**config.mk**
```make
export PLATFORM = sky130hd
export DESIGN_NAME = pong_game_controller
export DESIGN_NICKNAME = d
export VERILOG_FILES = /design/src/rtl/pong_game_controller_pkg.sv /design/src/rtl/pong_game_controller_paddle.sv /design/src/rtl/pong_game_controller.sv
export SDC_FILE = /design/constraint.sdc
export NUM_CORES = 1
export LEC_CHECK = 0
export BUFFER_PORTS_ARGS = -buffer_cell sky130_fd_sc_hd__buf_2
export CAP_MARGIN = 20
export CORE_MARGIN = 2
export CORE_UTILIZATION = 40
export DETAILED_ROUTE_END_ITERATION = 16
export GPL_TIMING_DRIVEN = 0
export HOLD_SLACK_MARGIN = 0.08
export PLACE_DENSITY = 0.57
export SKIP_CTS_REPAIR_TIMING = 1
export SYNTH_ARGS = -nofsm -noshare
export SYNTH_HDL_FRONTEND = slang
export SYNTH_SLANG_ARGS = --single-unit
```
**constraint.sdc**
```tcl
create_clock -name clk -period 6.5 [get_ports clk]
set_clock_uncertainty 0.2 [all_clocks]
set_input_delay 1.3 -clock clk [delete_from_list [all_inputs] [get_ports clk]]
set_output_delay 1.3 -clock clk [all_outputs]
set_load 0.005 [all_outputs]
```
**src/rtl/pong_game_controller_pkg.sv**
```systemverilog
// Shared field geometry, state encoding and ball helpers for the Pong game-state sequencer.
package pong_game_controller_pkg;

  localparam int unsigned LOC_W   = 10;
  localparam int unsigned SCORE_W = 4;
  localparam int unsigned STEP_W  = 11;

  localparam int unsigned FIELD_X_BEGIN    = 20;
  localparam int unsigned FIELD_X_END      = 619;
  localparam int unsigned FIELD_Y_BEGIN    = 20;
  localparam int unsigned FIELD_Y_END      = 459;
  localparam int unsigned BALL_RADIUS      = 4;
  localparam int unsigned PADDLE_RADIUS    = 32;
  localparam int unsigned PADDLE_THICKNESS = 8;

  localparam int unsigned CENTER_X   = (FIELD_X_BEGIN + FIELD_X_END) / 2;
  localparam int unsigned CENTER_Y   = (FIELD_Y_BEGIN + FIELD_Y_END) / 2;
  localparam int unsigned PADDLE_MIN = FIELD_Y_BEGIN + PADDLE_RADIUS;
  localparam int unsigned PADDLE_MAX = FIELD_Y_END - PADDLE_RADIUS;

  typedef enum logic [1:0] {
    ST_IDLE      = 2'd0,
    ST_SERVE     = 2'd1,
    ST_PLAY      = 2'd2,
    ST_GAME_OVER = 2'd3
  } state_e;

  // Signed step coordinate: one extra bit so a ball step below 0 cannot wrap.
  typedef logic signed [STEP_W-1:0] coord_t;

  typedef struct packed {
    logic [LOC_W-1:0] x;
    logic [LOC_W-1:0] y;
    logic             dx_neg;
    logic             dy_neg;
  } ball_t;

  // True when the ball centre row is within reach of the paddle face.
  function automatic logic paddle_reach(input coord_t ny, input logic [LOC_W-1:0] pad);
    coord_t diff;
    diff = ny - coord_t'({1'b0, pad});
    if (diff < 0) diff = -diff;
    return diff <= coord_t'(PADDLE_RADIUS + BALL_RADIUS);
  endfunction

endpackage

```
**src/rtl/pong_game_controller_paddle.sv**
```systemverilog
// Per-paddle vertical motion with clamping, advanced once per frame while enabled.
module pong_paddle_mover
  import pong_game_controller_pkg::*;
#(
  parameter int unsigned PADDLE_SPEED = 4
) (
  input  logic             clk,
  input  logic             reset,
  input  logic             frame_tick,
  input  logic             enable,
  input  logic             center,
  input  logic             up,
  input  logic             down,
  output logic [LOC_W-1:0] loc
);

  localparam logic [LOC_W-1:0] STEP = LOC_W'(PADDLE_SPEED);
  localparam logic [LOC_W-1:0] LO   = LOC_W'(PADDLE_MIN);
  localparam logic [LOC_W-1:0] HI   = LOC_W'(PADDLE_MAX);
  localparam logic [LOC_W-1:0] MID  = LOC_W'(CENTER_Y);

  logic [LOC_W-1:0] r_loc;
  logic [LOC_W-1:0] w_loc_next;

  // Opposing buttons cancel; each direction saturates at the field limit.
  always_comb begin
    w_loc_next = r_loc;
    if (up && !down) begin
      w_loc_next = (r_loc < LO + STEP) ? LO : r_loc - STEP;
    end else if (down && !up) begin
      w_loc_next = (r_loc > HI - STEP) ? HI : r_loc + STEP;
    end
  end

  always_ff @(posedge clk or posedge reset) begin
    if (reset) begin
      r_loc <= MID;
    end else if (center) begin
      r_loc <= MID;
    end else if (frame_tick && enable) begin
      r_loc <= w_loc_next;
    end
  end

  assign loc = r_loc;

endmodule

```
**src/rtl/pong_game_controller.sv**
```systemverilog
// Pong game-state sequencer: ball motion, bounces, scoring and serve/game-over flow, once per frame.
module pong_game_controller
  import pong_game_controller_pkg::*;
#(
  parameter int unsigned BALL_SPEED   = 2,
  parameter int unsigned PADDLE_SPEED = 4,
  parameter int unsigned SERVE_FRAMES = 60,
  parameter int unsigned WIN_SCORE    = 9
) (
  input  logic               clk,
  input  logic               reset,
  input  logic               frame_tick,
  input  logic               start,
  input  logic               left_up,
  input  logic               left_down,
  input  logic               right_up,
  input  logic               right_down,
  output logic [LOC_W-1:0]   ball_loc_x,
  output logic [LOC_W-1:0]   ball_loc_y,
  output logic [LOC_W-1:0]   left_paddle_loc,
  output logic [LOC_W-1:0]   right_paddle_loc,
  output logic [SCORE_W-1:0] left_score,
  output logic [SCORE_W-1:0] right_score,
  output logic               game_over
);

  localparam int unsigned SERVE_W = (SERVE_FRAMES > 1) ? $clog2(SERVE_FRAMES) : 1;
  localparam logic [SERVE_W-1:0] SERVE_LAST = SERVE_W'(SERVE_FRAMES - 1);
  localparam logic [SCORE_W-1:0] WIN        = SCORE_W'(WIN_SCORE);

  localparam coord_t STEP    = coord_t'(BALL_SPEED);
  localparam coord_t Y_LO    = coord_t'(FIELD_Y_BEGIN + BALL_RADIUS);
  localparam coord_t Y_HI    = coord_t'(FIELD_Y_END - BALL_RADIUS);
  localparam coord_t X_LPAD  = coord_t'(FIELD_X_BEGIN + PADDLE_THICKNESS + BALL_RADIUS);
  localparam coord_t X_RPAD  = coord_t'(FIELD_X_END - PADDLE_THICKNESS - BALL_RADIUS);
  localparam coord_t X_LGOAL = coord_t'(FIELD_X_BEGIN + BALL_RADIUS);
  localparam coord_t X_RGOAL = coord_t'(FIELD_X_END - BALL_RADIUS);

  localparam ball_t BALL_HOME = '{x: LOC_W'(CENTER_X), y: LOC_W'(CENTER_Y), dx_neg: 1'b0, dy_neg: 1'b0};

  state_e             r_state, w_state_next;
  ball_t              r_ball;
  logic [SCORE_W-1:0] r_left_score, r_right_score;
  logic [SERVE_W-1:0] r_serve_cnt;

  logic [LOC_W-1:0]   w_left_loc, w_right_loc;
  logic               w_paddle_en, w_clear_scores, w_serve_tick, w_ball_step, w_restore, w_serve_enter;

  coord_t             w_x, w_y, w_nx_raw, w_ny_raw, w_nx, w_ny;
  logic               w_dx_neg, w_dy_neg, w_hit_l, w_hit_r, w_pt_left, w_pt_right, w_goal, w_win;
  logic [SCORE_W-1:0] w_left_inc, w_right_inc;

  // Candidate ball step; paddle tests see the paddle registers before this frame's move.
  always_comb begin
    w_x      = coord_t'({1'b0, r_ball.x});
    w_y      = coord_t'({1'b0, r_ball.y});
    w_nx_raw = r_ball.dx_neg ? w_x - STEP : w_x + STEP;
    w_ny_raw = r_ball.dy_neg ? w_y - STEP : w_y + STEP;
    w_ny     = w_ny_raw;
    w_dy_neg = r_ball.dy_neg;
    if (w_ny_raw <= Y_LO) begin
      w_ny     = Y_LO;
      w_dy_neg = 1'b0;
    end else if (w_ny_raw >= Y_HI) begin
      w_ny     = Y_HI;
      w_dy_neg = 1'b1;
    end
    w_hit_l  = r_ball.dx_neg && (w_nx_raw <= X_LPAD) && paddle_reach(w_ny, w_left_loc);
    w_hit_r  = !r_ball.dx_neg && (w_nx_raw >= X_RPAD) && paddle_reach(w_ny, w_right_loc);
    w_nx     = w_nx_raw;
    w_dx_neg = r_ball.dx_neg;
    if (w_hit_l) begin
      w_nx     = X_LPAD;
      w_dx_neg = 1'b0;
    end else if (w_hit_r) begin
      w_nx     = X_RPAD;
      w_dx_neg = 1'b1;
    end
    w_pt_right = !w_hit_l && !w_hit_r && (w_nx_raw <= X_LGOAL);
    w_pt_left  = !w_hit_l && !w_hit_r && !w_pt_right && (w_nx_raw >= X_RGOAL);
    if (w_pt_right) w_dx_neg = 1'b1;
    if (w_pt_left)  w_dx_neg = 1'b0;
    w_goal      = w_pt_right || w_pt_left;
    w_left_inc  = (r_left_score  >= WIN) ? r_left_score  : r_left_score  + SCORE_W'(1);
    w_right_inc = (r_right_score >= WIN) ? r_right_score : r_right_score + SCORE_W'(1);
    w_win       = (w_pt_right && (w_right_inc == WIN)) || (w_pt_left && (w_left_inc == WIN));
  end

  always_ff @(posedge clk or posedge reset) begin
    if (reset) r_state <= ST_IDLE;
    else       r_state <= w_state_next;
  end

  always_comb begin
    w_state_next = r_state;
    case (r_state)
      ST_IDLE:      if (start) w_state_next = ST_SERVE;
      ST_SERVE:     if (frame_tick && (r_serve_cnt == SERVE_LAST)) w_state_next = ST_PLAY;
      ST_PLAY:      if (frame_tick && w_goal) w_state_next = w_win ? ST_GAME_OVER : ST_SERVE;
      ST_GAME_OVER: if (frame_tick && start) w_state_next = ST_IDLE;
      default:      w_state_next = ST_IDLE;
    endcase
  end

  always_comb begin
    w_paddle_en    = 1'b0;
    w_clear_scores = 1'b0;
    w_serve_tick   = 1'b0;
    w_ball_step    = 1'b0;
    w_restore      = 1'b0;
    case (r_state)
      ST_IDLE:      w_clear_scores = start;
      ST_SERVE: begin
        w_paddle_en  = 1'b1;
        w_serve_tick = frame_tick;
      end
      ST_PLAY: begin
        w_paddle_en = 1'b1;
        w_ball_step = frame_tick;
      end
      ST_GAME_OVER: w_restore = frame_tick && start;
      default:      w_paddle_en = 1'b0;
    endcase
    w_serve_enter = (w_state_next == ST_SERVE) && (r_state != ST_SERVE);
  end

  always_ff @(posedge clk or posedge reset) begin
    if (reset) begin
      r_serve_cnt <= '0;
    end else if (w_serve_enter) begin
      r_serve_cnt <= '0;
    end else if (w_serve_tick && (r_serve_cnt != SERVE_LAST)) begin
      r_serve_cnt <= r_serve_cnt + SERVE_W'(1);
    end
  end

  // A goal that does not end the game puts the ball back at centre for the next serve.
  always_ff @(posedge clk or posedge reset) begin
    if (reset) begin
      r_ball <= BALL_HOME;
    end else if (w_restore) begin
      r_ball <= BALL_HOME;
    end else if (w_ball_step) begin
      r_ball.dx_neg <= w_dx_neg;
      r_ball.dy_neg <= w_dy_neg;
      if (w_goal && !w_win) begin
        r_ball.x <= BALL_HOME.x;
        r_ball.y <= BALL_HOME.y;
      end else begin
        r_ball.x <= LOC_W'(w_nx);
        r_ball.y <= LOC_W'(w_ny);
      end
    end
  end

  always_ff @(posedge clk or posedge reset) begin
    if (reset) begin
      r_left_score  <= '0;
      r_right_score <= '0;
    end else if (w_clear_scores || w_restore) begin
      r_left_score  <= '0;
      r_right_score <= '0;
    end else if (w_ball_step) begin
      if (w_pt_left)  r_left_score  <= w_left_inc;
      if (w_pt_right) r_right_score <= w_right_inc;
    end
  end

  pong_paddle_mover #(.PADDLE_SPEED(PADDLE_SPEED)) u_left_paddle (
    .clk        (clk),
    .reset      (reset),
    .frame_tick (frame_tick),
    .enable     (w_paddle_en),
    .center     (w_restore),
    .up         (left_up),
    .down       (left_down),
    .loc        (w_left_loc)
  );

  pong_paddle_mover #(.PADDLE_SPEED(PADDLE_SPEED)) u_right_paddle (
    .clk        (clk),
    .reset      (reset),
    .frame_tick (frame_tick),
    .enable     (w_paddle_en),
    .center     (w_restore),
    .up         (right_up),
    .down       (right_down),
    .loc        (w_right_loc)
  );

  assign ball_loc_x       = r_ball.x;
  assign ball_loc_y       = r_ball.y;
  assign left_paddle_loc  = w_left_loc;
  assign right_paddle_loc = w_right_loc;
  assign left_score       = r_left_score;
  assign right_score      = r_right_score;
  assign game_over        = (r_state == ST_GAME_OVER);

endmodule
```
==> impl_metrics.yaml <==
detailed_routing:
  wl_microns: 18000
  drt-vias-per-instance: 5.69
  drtIter0Drc: 334
  wire_per_inst_microns: 16.5
  vias: 6190
  highest_layer: "met4"
  drtAntennaViolNets: 0
  firstDrtPassIters: 5
  drc: 0
  met2_length_microns: 8200
  dr_wl_met3_microns: 618
  m1WireLength_microns: 8890
global_routing:
  grt_overflow: 0
  grt_pass1_wl_microns: 28900
  antenna_found_initial: 0
  grt_usage_pct: 21.2
  first_global_vias: 5571
  grt_max_degree: 33
layout:
  n_antenna_cell: 0
  fillers: 1639
  nets: 940
  area_growth_pct: 14.3
  drive_above_1_share_pct: 19.6
logic_synthesis:
  synth-simple-area-share_pct: 23.5
  async_flop_share_pct: 100
  synth.most_common_cell: "nand2_1"
  synthXorXnorAreaFrac_pct: 4.47
  synth_common_cells: "nand2_1 (69), o21ai_0 (58), ha_1 (57)"
  synth_area_leaders: "dfrtp_1 (12%), ha_1 (11%), dfstp_2 (11%)"
  avgSynthCellArea_sq_um: 8.02
  synth.distinct_cells: 89
  synth_fa_ha_area_share_pct: 12.4
  netlist_area_sq_mm: 0.00641
  syn_inst: 799
  synth_top_area_share_pct: 11.7
  ys_seq_elements: 56
  yosys_warnings: 0
  synth_compound_area_share_pct: 29.5
  seq_area_frac_synth_pct: 22.4
  synth_flop_cell: "dfrtp_1"
  synth-edff-count: 0
  synth_top_family_by_area: "compound AO/OA/AOI/OAI gates"
  muxShareOfSynthArea_pct: 0.508
  synth_top_area_cell: "dfrtp_1"
clock_network:
  cts_htree_levels: 2
  cts_max_path_buffers: 2
  numCtsBuffers: 5
  cts_root_buf: "clkbuf_16"
  cts.sinks: 56
  cts_tree: "built"
  clk_latency_ns: 0.31
  clkTransAtPathRegs_ns: 0.08
sta:
  hold_ws_ns: 0.328
  setup_viol: 0
  maxSlewViolCount: 0
  clock.fmax_mhz: 161
  worst_pin_slew_ns: 0.803
  finalHoldViolCount: 0
  fin_tns_setup_ns: 0
  fin_crit_sh_pct: 95.5
  maxSlewHeadroom_pct: 46.4
  period_needed_ns: 6.21
die:
  die-area_sq_mm: 0.0170
  core_area_sq_mm: 0.0158
  start_util_pct: 40.6
  die_w_microns: 131
  ios: 57
  die_height_microns: 131
  row_count: 46
setup_path:
  end_kind: "register"
  crit_slowest_cell: "dfrtp_2"
  critPathKind: "reg -> reg"
  path_max_fanout: 10
  rrSetupSlack_ns: 0.29
  startpoint_type: "register"
  critical-path-max-stage-delay_ns: 0.51
  worst_ep_required_time_ns: 6.48
  worstPathArrival_ns: 6.19
place:
  place.gp.congestion: 0.828
  port_buffers: 55
  dp_hpwl_microns: 13700
job:
  max_cap_violations: 0
hold_path:
  hp-class: "reg -> reg"
status:
  outcome: "completed"
worst max-delay path, delay by kind of cell, from the launching register on:
family / cells / cell delay, ns
simple gates: 4 / 1.05
xor+xnor: 1 / 0.12
buf+inv: 3 / 0.38
fa+ha+maj: 3 / 0.75
flops: 1 / 0.51
compound gates: 14 / 3.06
final timing paths:
check                           cells past startpoint                       from                    endpoint
worst max-delay path                               25      r_ball[0]$_DFFE_PP0P_  r_serve_cnt[5]$_DFFE_PP0P_
worst max register to register                     25      r_ball[0]$_DFFE_PP0P_  r_serve_cnt[5]$_DFFE_PP0P_
min in group asynchronous                           2                      reset  r_serve_cnt[1]$_DFFE_PP0P_
worst min register to register                      2  ball_loc_x[5]$_DFFE_PP1P_   ball_loc_x[5]$_DFFE_PP1P_
max in group asynchronous                           3                      reset   ball_loc_x[2]$_DFFE_PP1P_
worst min-delay path                                2  ball_loc_x[5]$_DFFE_PP1P_   ball_loc_x[5]$_DFFE_PP1P_
registers in the layout (all words and copies together) (netlist names):
register	cells
ball_loc_x	10
ball_loc_y	10
r_state	2
u_left_paddle.loc	9
r_serve_cnt	6
r_ball	2
right_score	4
u_right_paddle.loc	9
left_score	4
routing by layer:
layer	vias to the layer above	global-route usage [%]
met5	-	0
met4	0	4.63
met3	17	2.73
met2	117	33.8
met1	2944	30.8
li1	3112	-
stage by stage:
step	setup slack, ns	util [%]	instance area [sq um]	std cells
final	0.293	46.4	7320	1088
after global routing	-0.0238	46.4	7320	1088
after CTS	-0.339	45.2	7120	1080
after detailed placement	-0.309	44.2	6980	1072
after global placement	-0.252	44.1	6960	1071
after floorplan	0.750	-	6410	800
logic make-up after synthesis:
family | count (synthesis)
simple gates | 281
compound gates | 270
buf+inv | 96
fa+ha+maj | 61
flops | 56
xor+xnor | 31
mux | 3
other cells | 1
placed cells by master, fill, tap and decap left out, types with 6 or more instances in the layout:
| master | netlist | final |
|---|---|---|
| o21ai_0 | 58 | 58 |
| a31oi_1 | 14 | 14 |
| a211oi_1 | 8 | 8 |
| nand2b_1 | 14 | 14 |
| o21a_1 | 11 | 11 |
| xor2_1 | 8 | 7 |
| nand3_1 | 32 | 32 |
| dfstp_2 | 26 | 26 |
| o211ai_1 | 20 | 20 |
| clkbuf_1 | 18 | 18 |
| or3_1 | 6 | 6 |
| nand4_1 | 8 | 8 |
| nand2_1 | 69 | 69 |
| nor2b_1 | 16 | 16 |
| and2_1 | 8 | 7 |
| a21o_1 | 13 | 12 |
| and3_1 | 22 | 22 |
| buf_2 | 1 | 56 |
| buf_4 | 23 | 30 |
| inv_1 | 52 | 50 |
| o21ai_1 | 6 | 6 |
| ha_1 | 57 | 57 |
| o21bai_1 | 6 | 6 |
| a21oi_1 | 55 | 52 |
| nor2_1 | 35 | 35 |
| o31ai_1 | 6 | 6 |
| nor3_1 | 28 | 26 |
| dfrtp_1 | 30 | 29 |
| xnor2_1 | 21 | 21 |
cell type report:
cell class,count,area (sq um),share of cell area (%)
Inverter,52,195,2.66
Timing Repair Buffer,64,368,5.02
Clock buffer,5,125,1.71
Multi-Input combinational cell,648,4640,63.3
Clock inverter,3,23.8,0.325
Sequential cell,56,1440,19.6
Tap cell,216,270,3.69
Buffer,44,268,3.66
Power is left out: the tool's default activity adds up to more than one toggle a clock period on the data nets, which glitch-free logic cannot reach.
